## config.mk

```make
export PLATFORM = sky130hd
export DESIGN_NAME = note_play_scheduler
export DESIGN_NICKNAME = d
export VERILOG_FILES = /design/src/rtl/note_sched_pkg.sv /design/src/rtl/note_timer.sv /design/src/rtl/note_play_scheduler.sv
export SDC_FILE = /design/constraint.sdc
export NUM_CORES = 1
export LEC_CHECK = 0
export BUFFER_PORTS_ARGS = -buffer_cell sky130_fd_sc_hd__buf_2
export CAP_MARGIN = 20
export CELL_PAD_IN_SITES_DETAIL_PLACEMENT = 1
export CELL_PAD_IN_SITES_GLOBAL_PLACEMENT = 1
export CORE_MARGIN = 10
export CORE_UTILIZATION = 37
export DETAILED_ROUTE_END_ITERATION = 8
export PLACE_DENSITY = 0.82
export SLEW_MARGIN = 10
export SYNTH_ARGS = -nofsm -noshare
export SYNTH_HDL_FRONTEND = slang
export SYNTH_SLANG_ARGS = --single-unit
```

## constraint.sdc

```tcl
create_clock -name clk -period 2.7 [get_ports clk]
set_input_delay 0 -clock clk [delete_from_list [all_inputs] [get_ports clk]]
set_output_delay 0 -clock clk [all_outputs]
set_load 0.05 [all_outputs]
```

## src/rtl/note_sched_pkg.sv

```systemverilog
// Shared definitions for the note play scheduler.
//   - one-hot source select codes for the mode word
//   - duration codes carried with each note
//   - scheduler state encoding
//   - note code helpers (buzzer code and LED decode)
package note_sched_pkg;

  localparam logic [2:0] MODE_FREE  = 3'b100;
  localparam logic [2:0] MODE_AUTO  = 3'b010;
  localparam logic [2:0] MODE_LEARN = 3'b001;

  localparam logic [1:0] DUR_HALF = 2'b00;
  localparam logic [1:0] DUR_ONE  = 2'b01;
  localparam logic [1:0] DUR_TWO  = 2'b10;
  localparam logic [1:0] DUR_FOUR = 2'b11;

  typedef enum logic [1:0] {
    IDLE,
    PLAY,
    GAP
  } sched_state_t;

  // Codes 8-15 are not notes; they sound as a rest.
  function automatic logic [3:0] play_code(input logic [3:0] note);
    play_code = (note > 4'd7) ? 4'd0 : note;
  endfunction

  // One-hot LED for notes 1..7 (bit n-1 for note n); dark otherwise.
  function automatic logic [6:0] note_to_led(input logic [3:0] note);
    note_to_led = '0;
    if (note != 4'd0 && note <= 4'd7)
      note_to_led = 7'b1 << (note[2:0] - 3'd1);
  endfunction

endpackage

```

## src/rtl/note_timer.sv

```systemverilog
// Loadable down-counter timing one PLAY or GAP phase.
//   clk, reset : clock, synchronous active-high reset
//   load       : load value into the counter (wins over en)
//   en         : count down one step (held low while paused)
//   value      : phase length in cycles
//   last       : high while the counter sits at 1, i.e. final phase cycle
module note_timer #(
  parameter int W = 8
) (
  input  logic         clk,
  input  logic         reset,
  input  logic         load,
  input  logic         en,
  input  logic [W-1:0] value,
  output logic         last
);

  logic [W-1:0] count;

  // NOTE: sequential state is written with non-blocking assignments only,
  // so every register samples its inputs from the same clock edge.
  always_ff @(posedge clk) begin
    if (reset)
      count <= '0;
    else if (load)
      count <= value;
    else if (en && count != '0)
      count <= count - 1'b1;
  end

  assign last = (count == W'(1));

endmodule

```

## src/rtl/note_play_scheduler.sv

```systemverilog
// Shares the buzzer note path between the free-play, auto-play and learn
// sources. The source picked by the one-hot mode word hands over one note
// via valid/ready; the note plays for its duration, a silent gap follows,
// then the next note is accepted.
//   clk, reset            : clock, synchronous active-high reset
//   mode                  : 100 free, 010 auto, 001 learn, else no source
//   hold                  : pause; freezes timing and outputs in PLAY/GAP
//   <src>_note/oct/dur    : note code, octave, duration code per source
//   <src>_valid/_ready    : per-source handshake (ready is combinational)
//   note_out, octave_out  : buzzer note (0 = silent) and its octave
//   led_out               : one-hot LED of the sounding note
//   busy                  : high in PLAY or GAP
//   done                  : one-cycle pulse when a note finishes its gap
module note_play_scheduler
  import note_sched_pkg::*;
#(
  parameter int BEAT_CYCLES = 50_000_000,
  parameter int GAP_CYCLES  = 5_000_000
) (
  input  logic       clk,
  input  logic       reset,
  input  logic [2:0] mode,
  input  logic       hold,
  input  logic [3:0] free_note,
  input  logic [3:0] auto_note,
  input  logic [3:0] learn_note,
  input  logic [1:0] free_oct,
  input  logic [1:0] auto_oct,
  input  logic [1:0] learn_oct,
  input  logic [1:0] free_dur,
  input  logic [1:0] auto_dur,
  input  logic [1:0] learn_dur,
  input  logic       free_valid,
  input  logic       auto_valid,
  input  logic       learn_valid,
  output logic       free_ready,
  output logic       auto_ready,
  output logic       learn_ready,
  output logic [3:0] note_out,
  output logic [1:0] octave_out,
  output logic [6:0] led_out,
  output logic       busy,
  output logic       done
);

  // The counter must hold the longest note and the gap length.
  localparam int MAX_CYCLES = (4 * BEAT_CYCLES > GAP_CYCLES) ? 4 * BEAT_CYCLES : GAP_CYCLES;
  localparam int CW         = $clog2(MAX_CYCLES + 1);

  localparam logic [CW-1:0] CYC_ONE  = CW'(BEAT_CYCLES);
  localparam logic [CW-1:0] CYC_HALF = CYC_ONE >> 1;
  localparam logic [CW-1:0] CYC_TWO  = CYC_ONE << 1;
  localparam logic [CW-1:0] CYC_FOUR = CYC_ONE << 2;
  localparam logic [CW-1:0] CYC_GAP  = CW'(GAP_CYCLES);
  localparam bit            NO_GAP   = (GAP_CYCLES == 0);

  sched_state_t state;
  logic [2:0]   cur_mode;   // source that owns the note being played
  logic         aborted;    // current note was cut short by a mode change

  logic       sel_valid;
  logic [3:0] sel_note;
  logic [1:0] sel_oct;
  logic [1:0] sel_dur;

  logic          accept, abort, play_end, gap_end;
  logic          timer_load, timer_en, timer_last;
  logic [CW-1:0] timer_value;

  // NOTE: every signal written here gets a default first, so no path
  // leaves a value unassigned and no latch is inferred.
  always_comb begin
    sel_valid = 1'b0;
    sel_note  = '0;
    sel_oct   = '0;
    sel_dur   = '0;
    case (mode)
      MODE_FREE:  begin sel_valid = free_valid;  sel_note = free_note;  sel_oct = free_oct;  sel_dur = free_dur;  end
      MODE_AUTO:  begin sel_valid = auto_valid;  sel_note = auto_note;  sel_oct = auto_oct;  sel_dur = auto_dur;  end
      MODE_LEARN: begin sel_valid = learn_valid; sel_note = learn_note; sel_oct = learn_oct; sel_dur = learn_dur; end
      default: ;
    endcase
  end

  assign free_ready  = ~reset & (state == IDLE) & (mode == MODE_FREE)  & free_valid;
  assign auto_ready  = ~reset & (state == IDLE) & (mode == MODE_AUTO)  & auto_valid;
  assign learn_ready = ~reset & (state == IDLE) & (mode == MODE_LEARN) & learn_valid;

  // Hold takes priority over a mode change: a paused note stays frozen.
  assign accept   = (state == IDLE) & sel_valid;
  assign abort    = (state == PLAY) & ~hold & (mode != cur_mode);
  assign play_end = (state == PLAY) & ~hold & ~abort & timer_last;
  assign gap_end  = (state == GAP)  & ~hold & timer_last;

  assign timer_load = accept | abort | play_end;
  assign timer_en   = ~hold & (state != IDLE);

  always_comb begin
    timer_value = CYC_GAP;
    if (accept) begin
      case (sel_dur)
        DUR_HALF: timer_value = CYC_HALF;
        DUR_ONE:  timer_value = CYC_ONE;
        DUR_TWO:  timer_value = CYC_TWO;
        DUR_FOUR: timer_value = CYC_FOUR;
        default:  timer_value = CYC_ONE;
      endcase
    end
  end

  note_timer #(.W(CW)) u_timer (
    .clk   (clk),
    .reset (reset),
    .load  (timer_load),
    .en    (timer_en),
    .value (timer_value),
    .last  (timer_last)
  );

  always_ff @(posedge clk) begin
    if (reset) begin
      state      <= IDLE;
      cur_mode   <= '0;
      aborted    <= 1'b0;
      note_out   <= '0;
      octave_out <= '0;
      led_out    <= '0;
      busy       <= 1'b0;
      done       <= 1'b0;
    end else begin
      done <= 1'b0;
      case (state)
        IDLE: begin
          note_out <= '0;
          led_out  <= '0;
          busy     <= 1'b0;
          if (accept) begin
            state      <= PLAY;
            cur_mode   <= mode;
            aborted    <= 1'b0;
            note_out   <= play_code(sel_note);
            led_out    <= note_to_led(sel_note);
            octave_out <= sel_oct;
            busy       <= 1'b1;
          end
        end
        PLAY: begin
          if (abort || play_end) begin
            note_out <= '0;
            led_out  <= '0;
            aborted  <= abort;
            if (NO_GAP) begin
              state <= IDLE;
              busy  <= 1'b0;
              done  <= play_end;
            end else begin
              state <= GAP;
            end
          end
        end
        GAP: begin
          if (gap_end) begin
            state <= IDLE;
            busy  <= 1'b0;
            done  <= ~aborted;
          end
        end
        default: state <= IDLE;
      endcase
    end
  end

endmodule
```

Yosys cells after proc, flatten, opt, wreduce, memory -nomap -nowiden
Index checks and enable logic that the tools add are counted.
- bits in registers: 49
- latch bits: 0
- RAM bits: 0
- ROM bits: 0
- input port bits: 33
- output and inout bits: 18
- logic and storage cells: 93
- memories: 0
- $add $sub $neg: 2
- multiply operators: 0
- div/mod/pow operators: 0
- magnitude comparators: 2
- equality and inequality tests: 13
- shift-type cells: 1
- muxes and demuxes: 26
- bitwise gates (word level): 23
- reductions and logical operators: 17
- operators by type and width (cell ; number):
    $pmux 28 s4 ; 1
    $mux 28 ; 3
    $eq 28x1->1 const B ; 1
    $reduce_bool 28->1 ; 1
    $sub 28x1->28 const B ; 1
    $mux 7 ; 3
    $pmux 2 s3 ; 3
    $and 1x1->1 ; 15
    $pmux 7 s2 ; 1
    $mux 4 ; 3
    $pmux 4 s3 ; 1
    $pmux 4 s2 ; 1
    $reduce_bool 2->1 ; 4
    $shl 1x3->7 const A ; 1
    $eq 2x2->1 const B ; 3
    $mux 2 ; 3
    $not 1->1 ; 6
    $reduce_and 2->1 ; 3
    $reduce_and 3->1 ; 2
    $eq 2x1->1 const B ; 2
    $gt 4x3->1 const B ; 1
    $le 4x3->1 const B ; 1
    $logic_not 2->1 ; 2
    $mux 1 ; 4
    14 further kinds ; 18

Logic depth before layout (Yosys ltp)
Gate-level depths: netlist of the first run.
- word-level depth: 9
- mapped depth: 9

Hierarchy
Synthesis of the first run repeated with hierarchy kept, for this count alone.
- cell total of the unflattened synthesis: 337
- area, all modules: 2974.1 µm²
- by module, submodules not included (module ; instances ; cells each ; area each (µm²)):
    note_timer ; 1 ; 191 ; 1662.8
    note_play_scheduler ; 1 ; 146 ; 1311.3

Worst setup path after synthesis of the first run
No wires, ideal clock.
- path type: register -> register
- from: register u_timer.count[15]
- to: register u_timer.count[7]
- setup time: 0.132 ns
- arrival time: 2.464 ns
- data required time: 2.568 ns
- setup slack: 0.104 ns
- cell stages (with the launch flop): 9
- period minus slack after synthesis: 2.596 ns
- path through: dfxtp_1 or4_4 or4_1 clkbuf_2 o31a_4 or3_4 buf_6 a21oi_1 nor3_1
- longest elaborated chain between the ends: 4
- elaborated cells on any way between the ends: 7
- those cells by class: eq/ne (1); mux (1); bitwise (2); reduce/logical (3)
- ends and longest elaborated chain (what ; RTL line ; RTL):
    start: declaration ; note_timer.sv:18 ; logic [W-1:0] count;
    start signal: assignment ; note_timer.sv:26 ; count <= value;
    start signal: assignment ; note_timer.sv:28 ; count <= count - 1'b1;
    $eq 28x1->1 ; note_timer.sv:31 ; assign last = (count == W'(1));
    $and 1x1->1 ; note_play_scheduler.sv:92 ; assign play_end = (state == PLAY) & ~hold & ~abort & timer_last;
    $or 1x1->1 ; note_play_scheduler.sv:95 ; assign timer_load = accept | abort | play_end;
    $mux 28 / $reduce_bool 2->1 (equally long branches) ; - ;
Several ways; a longest one is shown, not always the timed one.
A chain may end at the register's enable or synchronous reset.

Worst setup path after layout of the first run
- from: register u_timer.count[16]
- to: register u_timer.count[23]
- longest elaborated chain between the ends: 4
- elaborated cells on any way between the ends: 9
- those cells by class: add/sub (1); eq/ne (1); mux (2); bitwise (2); reduce/logical (3)
- ends and longest elaborated chain (what):
    branches (longest 4 deep; another with $sub 28x1->28)
Several ways; the timed one is not identified. The select of a mux whose other input is x is not followed.

==> run summary, run 1 <==
Min-Delay Path Depth = 3
router iterations before antenna repair = 4
Synth Net Count = 374
flop2flop setup slack = 0.11 ns
H-tree depth = 2
die height = 106 um
sequential area share after synthesis = 36.3%
DR iter-0 viols = 160
Port Buffers = 50
status = complete, no violations
sequential power share = 36.6%
critical path required time = 2.88 ns
final hold vios = 0
synthesized instance count = 338
clk sink count = 49
Buf/Inv on CP = 0
Comb power frac = 35.7%
CP arrival = 2.77 ns
TritonCTS Buffers = 5
worst setup margin = 0.110 ns
Power Density = 696 nW/um2
GR Layer Usage met3 = 4.02%
Clk Latency, worst-skew pair = 0.31 ns
site row count = 31
fin crit period = 2.59 ns
Slew headroom = 50.0%
Pleak = 1.38 nW
HPWL after detailed placement = 6.69 mm
Post-synth EDFFs = 0
vias = 2844
P&R area growth vs syn = 23.2%
DP Area = 3160 um2
final net count = 434
Unique masters post-synth = 48
max_cap viols = 0
postcts setup bufs = 0
worst path cell trace = or4_4 -> or4_4 -> o31a_4 -> or3_4 -> nor2_1 -> nor4_1
setup TNS = 0 ns
final WL = 9.14 mm
most common cell after layout, fill and taps aside = buf_2
HP Start = mode[1]
routed len/inst = 18.4 um
Fmax achieved = 386 MHz
Routed Antenna Nets = 0
GR peak layer = met2
largest net degree at the start of global routing = 34
GR Layer Usage met2 = 28.2%
delay-heaviest family, CP = simple AND/OR/NAND/NOR gates
NetSw = 0.000824 W
Hold Path End = cur_mode[1]
Crit Path Class = reg2reg
Max Transition Viols Final = 0
r2r worst-path depth = 6
leading area contributor after synthesis = dfxtp_1
vias per inst = 5.71
ys async rst share = 0%
total congestion overflow = 0
Yosys warnings = 0
predominant post-synthesis flop cell = dfxtp_1
Tcrit/Tclk final = 95.9%
Clk pwr share = 27.7%
CTS Buffer Depth = 2
P_int = 0.00150 W
Initial Util = 37.7%
RR Startpoint = u_timer.count[16]
RSZ-0062 raised after global routing = false
area of the mapped netlist = 2710 um2
die area = 11100 um2
Switching Fraction = 35.5%
I/O Pins = 51
clock skew = 0.00745 ns
Clk pin slew, worst setup/hold paths = 0.10 ns
Yosys top cell area share = 36.3%
number of remaining DRC errors = 0
Post-Place Setup Slack = 0.0881 ns
worst min path class = in2reg
setup violators final = 0
most frequent CP cell = or4_4
Reg-to-Reg End = u_timer.count[23]
M1 GR Usage = 18.8%
initial antenna violation count = 0
core footprint = 7180 um2
Worst-Margin Slew = 0.748 ns
Startpoint Class = flop
CTS tree = done
leading post-synthesis cells by cell area = dfxtp_1 (36%), nor2_1 (6.0%), a21oi_1 (5.6%), nor3_1 (4.4%), xor2_1 (3.9%)
share of layout cells above drive strength 1 = 22.1%
CP max stage delay = 0.58 ns
average size of a mapped cell = 8.00 um2
CP Max Fanout = 14
CP max-delay cell = or4_4
commonest non-fill, non-tap cells in the layout = buf_2 (50), dfxtp_1 (49), nor2_1 (42)
design area = 3330 um2
all-layer global routing usage = 16.1%
critical path capture point type = flop
first-pass GRT wire length = 15.1 mm
Post-Layout Cell Count = 498
Root Driver = clkbuf_8
GPL Wtd Cong = 0.840
Diodes inserted = 0
placed insts = 488
VDD IR-drop max = 0.265 mV
vias in the first global route = 2992
post-synthesis register bit count = 49
die width = 106 um
==> Yosys cell counts (3+ instances only) <==
| cell | number |
|---|---|
| xor2_1 | 12 |
| nor2b_1 | 8 |
| xnor2_1 | 5 |
| nor3_1 | 24 |
| nand2_1 | 14 |
| o21ai_0 | 4 |
| a31oi_1 | 5 |
| or4_1 | 6 |
| ha_1 | 3 |
| a21o_1 | 7 |
| nand3_1 | 11 |
| nand3b_1 | 4 |
| nor4_1 | 10 |
| dfxtp_1 | 49 |
| a22oi_1 | 8 |
| nand4_1 | 12 |
| inv_1 | 10 |
| a22o_1 | 7 |
| a211oi_1 | 13 |
| or3_1 | 5 |
| clkbuf_1 | 16 |
| a21oi_1 | 30 |
| nor2_1 | 43 |
| nor4bb_1 | 4 |
==> logic make-up after synthesis <==
kind of cell / count (synthesis) / synth area share (%)
AO/OA/AOI/OAI: 87 / 22.2
XOR/XNOR: 17 / 5.50
flip-flops: 49 / 36.3
AND/OR/NAND/NOR: 151 / 29.7
buffers and inverters: 30 / 4.58
multiplexers: 1 / 0.370
adder cells (fa/ha/maj): 3 / 1.39
==> flip-flops by register name, indices dropped and copies added (netlist names) <==
register and flops:
state 2, u_timer.count 28, led_out 7, done 1
busy 1, octave_out 2, aborted 1, note_out 4
cur_mode 3
==> worst max path at each step <==
stage,cells after the start,end,slack [ns],startpoint
3_5_place_dp,6,u_timer.count[23],0.09,u_timer.count[16]
6_report,6,u_timer.count[23],0.11,u_timer.count[16]
2_1_floorplan,8,u_timer.count[7],0.10,u_timer.count[15]
3_3_place_gp,6,u_timer.count[17],0.15,u_timer.count[16]
4_1_cts,6,u_timer.count[23],0.06,u_timer.count[16]
5_1_grt,6,led_out[2],0.03,u_timer.count[16]
==> timing repair <==
action	4_1_cts	5_1_grt
setup endpoints to repair	0	14
resized for setup	0	3
hold buffers	2	0
endpoints found under the hold margin	2	0
==> through the flow <==
step	total power, W	util (%)	hold WS, ns
floorplan	0.00138	-	0.192
global placement	0.00163	44.1	0.293
detailed placement	0.00166	44.1	0.295
CTS	0.00231	46.3	0.0197
global route	0.00244	46.4	0.0407
finish	0.00232	46.4	0.0254
==> per-layer routing <==
layer / vias to the layer above / share of wire [%] / wire length (um)
li1: 1375 / - / -
met1: 1375 / 44 / 4030
met2: 80 / 49 / 4490
met3: 14 / 5.3 / 482
met4: 0 / 1.6 / 143
met5: - / 0 / 0
==> layout make-up <==
class,count,area (um2)
sequential,49,981
clock inverter,3,68.8
tap,99,124
inverter,10,37.5
fill,887,3840
timing repair buffer,73,440
multi-input combinational,259,1610
clock buffer,5,68.8
==> power by group through the flow <==
stage / logic (W) / registers (W) / clock network, W
2_1_floorplan: 0.000522 / 0.000859 / 0
3_3_place_gp: 0.000773 / 0.000854 / 0
3_5_place_dp: 0.000796 / 0.000859 / 0
4_1_cts: 0.000810 / 0.000845 / 0.000654
5_1_grt: 0.000905 / 0.000856 / 0.000683
6_report: 0.000829 / 0.000848 / 0.000642
==> worst min-delay path, delay by kind of cell <==
family / cells / cell delay (ns)
buf+inv: 1 / 0.17
simple gates: 1 / 0.07
compound gates: 1 / 0.05
No activity file was read; power rests on OpenSTA's default activity.
==> run 2, diff against run 1 <==
--- a/config.mk
+++ b/config.mk
@@ -12,7 +12,7 @@
 export CORE_MARGIN = 10
 export CORE_UTILIZATION = 37
 export DETAILED_ROUTE_END_ITERATION = 8
-export PLACE_DENSITY = 0.82
+export PLACE_DENSITY = 0.85
 export SLEW_MARGIN = 10
 export SYNTH_ARGS = -nofsm -noshare
 export SYNTH_HDL_FRONTEND = slang
==> run summary, run 2 (synthesized netlist as in run 1, its figures left out) <==
most common cell after layout, fill and taps aside = buf_2
largest net degree at the start of global routing = 35
routed len/inst = 19.0 um
RSZ-0062 raised after global routing = false
area taken by flip-flops and latches = 981 um2
final WL = 9.42 mm
Max Transition Viols Final = 0
die height = 106 um
hold_ws = 0.0304 ns
HP Start = mode[0]
router iterations before antenna repair = 4
critical path capture point type = flop
die width = 106 um
site row count = 31
final net count = 433
vias in the first global route = 3115
worst min path class = in2reg
Diodes inserted = 0
die area = 11100 um2
DP Area = 3140 um2
Power Density = 694 nW/um2
Slew headroom = 51.6%
final hold vios = 0
all-layer global routing usage = 16.7%
Reg with most FFs = u_timer.count
CP Launch Point = u_timer.count[16]
Port Buffers = 50
vias per inst = 5.85
Fmax achieved = 378 MHz
fin crit period = 2.65 ns
GPL Wtd Cong = 0.881
Routed Antenna Nets = 0
TritonCTS Buffers = 5
CTS tree = done
setup violators final = 0
clock skew = 0.00964 ns
initial antenna violation count = 0
Root Driver = clkbuf_8
first-pass GRT wire length = 15.7 mm
CP arrival = 2.81 ns
vias = 2909
CTS Buffer Depth = 2
RR Startpoint = u_timer.count[16]
design area = 3310 um2
clk sink count = 49
VDD IR-drop max = 0.237 mV
Clk pin slew, worst setup/hold paths = 0.10 ns
max_cap viols = 0
P&R area growth vs syn = 22.3%
Startpoint Class = flop
Clk Latency, worst-skew pair = 0.31 ns
I/O Pins = 51
fillcell total = 893
top flop regs = u_timer.count x28, led_out x7, note_out x4
flip-flop count of the largest register after layout = 28
number of remaining DRC errors = 0
Crit Path Class = reg2reg
share of layout cells above drive strength 1 = 21.9%
setup TNS = 0 ns
critical path required time = 2.87 ns
H-tree depth = 2
total congestion overflow = 0
CP Max Fanout = 14
commonest non-fill, non-tap cells in the layout = buf_2 (50), dfxtp_1 (49), nor2_1 (42)
Initial Util = 37.7%
status = complete, no violations
core footprint = 7180 um2
Tcrit/Tclk final = 98.0%
HPWL after detailed placement = 6.73 mm
Worst-Margin Slew = 0.725 ns
multi-input logic area = 1610 um2
Pleak = 1.37 nW
DR iter-0 viols = 113
==> run 2: changes by cell type in the layout (fill, tap and decap cells not counted) <==
cell and delta:
inv_6 -1, buf_12 -1, clkinv_2 +1
==> run 2: layer usage <==
layer / global-route usage (%) / vias up / routed length (um)
met2: 29.7 / 88 / 4700
met5: 0 / - / 0
met1: 19.1 / 1430 / 4020
li1: - / 1370 / -
met3: 3.71 / 21 / 534
met4: 6.48 / 0 / 172
==> run 2: final timing paths <==
check	endpoint	slack, ns	depth (start not counted)
worst max-delay path	u_timer.count[16]	0.05	6
worst min-delay path	cur_mode[0]	0.03	3
worst max register to register	u_timer.count[16]	0.05	6
worst min register to register	done	0.44	1
==> run 2: worst max-delay path: stages (launching register included) <==
cell,delay [ns]
dfxtp_1,0.37
or4_4,0.54
or4_4,0.58
o31a_4,0.30
or3_4,0.43
o21ai_0,0.15
a211oi_1,0.13
==> run 2: final cells by class <==
class	instances	area share, %
clock inverters	3	1.97
repair buffers	72	12.7
clock buffers	5	2.08
inverters	10	1.13
multi-input cells	259	48.7
well taps	99	3.74
flip-flops and latches	49	29.7
==> run 2: stage by stage <==
stage	power (W)	std cells	setup slack [ns]	util [%]
6_report	0.00230	497	0.0535	46.1
5_1_grt	0.00243	497	0.00619	46.1
4_1_cts	0.00229	497	0.00853	45.9
3_5_place_dp	0.00165	487	0.0504	43.8
3_3_place_gp	0.00161	487	0.136	43.8
2_1_floorplan	0.00138	338	0.104	-
==> run 2: what timing repair did <==
| item | 4_1_cts | 5_1_grt |
|---|---|---|
| endpoints found under the hold margin | 2 | 0 |
| hold buffers | 2 | 0 |
| endpoints found under the setup margin | 0 | 28 |
| resized for setup | 0 | 3 |
| buffers inserted | 0 | 0 |
==> run 2: power by group <==
part           switching (W)  total, W  internal [W]  leakage [nW]
logic               0.000498  0.000827      0.000329         0.901
registers          0.0000642  0.000846      0.000782         0.398
clock network       0.000256  0.000624      0.000368        0.0681
total               0.000818   0.00230       0.00148          1.37
==> run 3, diff against run 2 <==
--- a/config.mk
+++ b/config.mk
@@ -12,7 +12,7 @@
 export CORE_MARGIN = 10
 export CORE_UTILIZATION = 37
 export DETAILED_ROUTE_END_ITERATION = 8
-export PLACE_DENSITY = 0.85
+export PLACE_DENSITY_LB_ADDON = 0.1
 export SLEW_MARGIN = 10
 export SYNTH_ARGS = -nofsm -noshare
 export SYNTH_HDL_FRONTEND = slang
==> run summary, run 3 (synthesized netlist as in run 1, its figures left out) <==
status = complete, no violations
Worst-Margin Slew = 0.764 ns
Clk Latency, worst-skew pair = 0.31 ns
critical path capture point type = flop
I/O Pins = 51
postcts setup bufs = 0
Pleak = 1.39 nW
VDD IR-drop max = 0.271 mV
Crit Path Class = reg2reg
final hold vios = 0
multi-input logic area = 1610 um2
share of layout cells above drive strength 1 = 22.6%
worst path cell trace = or4_4 -> or4_4 -> o31a_4 -> or3_4 -> nor2_1 -> a211oi_2
area taken by flip-flops and latches = 981 um2
most frequent CP cell = or4_4
top flop regs = u_timer.count x28, led_out x7, note_out x4
setup violators final = 0
number of remaining DRC errors = 0
Diodes inserted = 0
routed len/inst = 17.4 um
DR iter-0 viols = 87
critical path required time = 2.87 ns
Routed Antenna Nets = 0
Power Density = 689 nW/um2
die height = 106 um
router iterations before antenna repair = 4
Fmax achieved = 391 MHz
Tcrit/Tclk final = 94.8%
all-layer global routing usage = 15.8%
P&R area growth vs syn = 24.0%
clk sink count = 49
CTS tree = done
Root Driver = clkbuf_8
Reg with most FFs = u_timer.count
max_cap viols = 0
vias = 2801
fin crit period = 2.56 ns
Initial Util = 37.7%
Max Transition Viols Final = 0
placed insts = 491
first-pass GRT wire length = 14.8 mm
commonest non-fill, non-tap cells in the layout = buf_2 (50), dfxtp_1 (49), nor2_1 (43)
Clk pin slew, worst setup/hold paths = 0.10 ns
CP max-delay cell = or4_4
Startpoint Class = flop
CP Max Fanout = 14
CTS Buffer Depth = 2
flip-flop count of the largest register after layout = 28
most common cell after layout, fill and taps aside = buf_2
TritonCTS Buffers = 5
Slew headroom = 49.1%
vias in the first global route = 2900
vias per inst = 5.59
clock skew = 0.00829 ns
HPWL after detailed placement = 6.64 mm
Port Buffers = 50
core footprint = 7180 um2
delay-heaviest family, CP = simple AND/OR/NAND/NOR gates
final net count = 437
die area = 11100 um2
site row count = 31
CP max stage delay = 0.58 ns
H-tree depth = 2
GPL Wtd Cong = 0.860
total congestion overflow = 0
final WL = 8.74 mm
largest net degree at the start of global routing = 35
Buf/Inv on CP = 0
initial antenna violation count = 0
worst min path class = in2reg
setup TNS = 0 ns
Post-Layout Cell Count = 501
die width = 106 um
RSZ-0062 raised after global routing = false
fillcell total = 902
CP arrival = 2.73 ns
run 3: cell count changes in the layout (fill, tap and decap cells not counted), sizes merged:
cell,before,now
buf,70,74
run 3: where the power goes:
group	internal [W]	switching (W)
Combinational	0.000351	0.000484
Sequential	0.000782	0.0000589
Clock	0.000368	0.000266
Total	0.00150	0.000809
run 3: cell type report:
| type | instances | area share [%] |
|---|---|---|
| flip-flops and latches | 49 | 29.3 |
| well taps | 99 | 3.69 |
| multi-input cells | 259 | 48.1 |
| inverters | 10 | 1.12 |
| repair buffers | 76 | 13.8 |
| clock buffers | 5 | 2.05 |
| clock inverters | 3 | 1.94 |
run 3: worst register-to-register path, delay by kind of cell, from the launching register on:
family | cells | cell delay, ns
compound gates | 2 | 0.37
flops | 1 | 0.36
simple gates | 4 | 1.68
run 3: worst paths after layout:
check,from,endpoint,slack (ns),cells past startpoint
worst min-delay path,mode[1],cur_mode[1],0.03,3
worst min register to register,aborted,done,0.44,1
worst max register to register,u_timer.count[17],u_timer.count[8],0.14,6
worst max-delay path,u_timer.count[17],u_timer.count[8],0.14,6
run 3: metal layers:
metal	track usage [%]	part of all wire [%]	vias to the layer above
met4	4.26	1.3	0
met2	25.3	47	48
met5	0	0	-
met3	2.80	2.8	11
li1	-	-	1378
met1	21.4	49	1364
run 3: what timing repair did:
action,in CTS,in global routing
setup endpoints to repair,0,16
hold buffers,2,0
gates resized for setup,0,3
endpoints found under the hold margin,2,0
run 3: per-stage QoR:
stage / setup slack (ns) / instance area (um2) / total power, W / util, % / hold slack, ns
detailed placement: 0.0865 / 3190 / 0.00167 / 44.4 / 0.314
global placement: 0.129 / 3190 / 0.00165 / 44.4 / 0.297
finish: 0.141 / 3350 / 0.00231 / 46.7 / 0.0279
floorplan: 0.104 / 2710 / 0.00138 / - / 0.192
CTS: 0.0662 / 3340 / 0.00232 / 46.5 / 0.0115
global route: 0.0443 / 3350 / 0.00246 / 46.7 / 0.0431
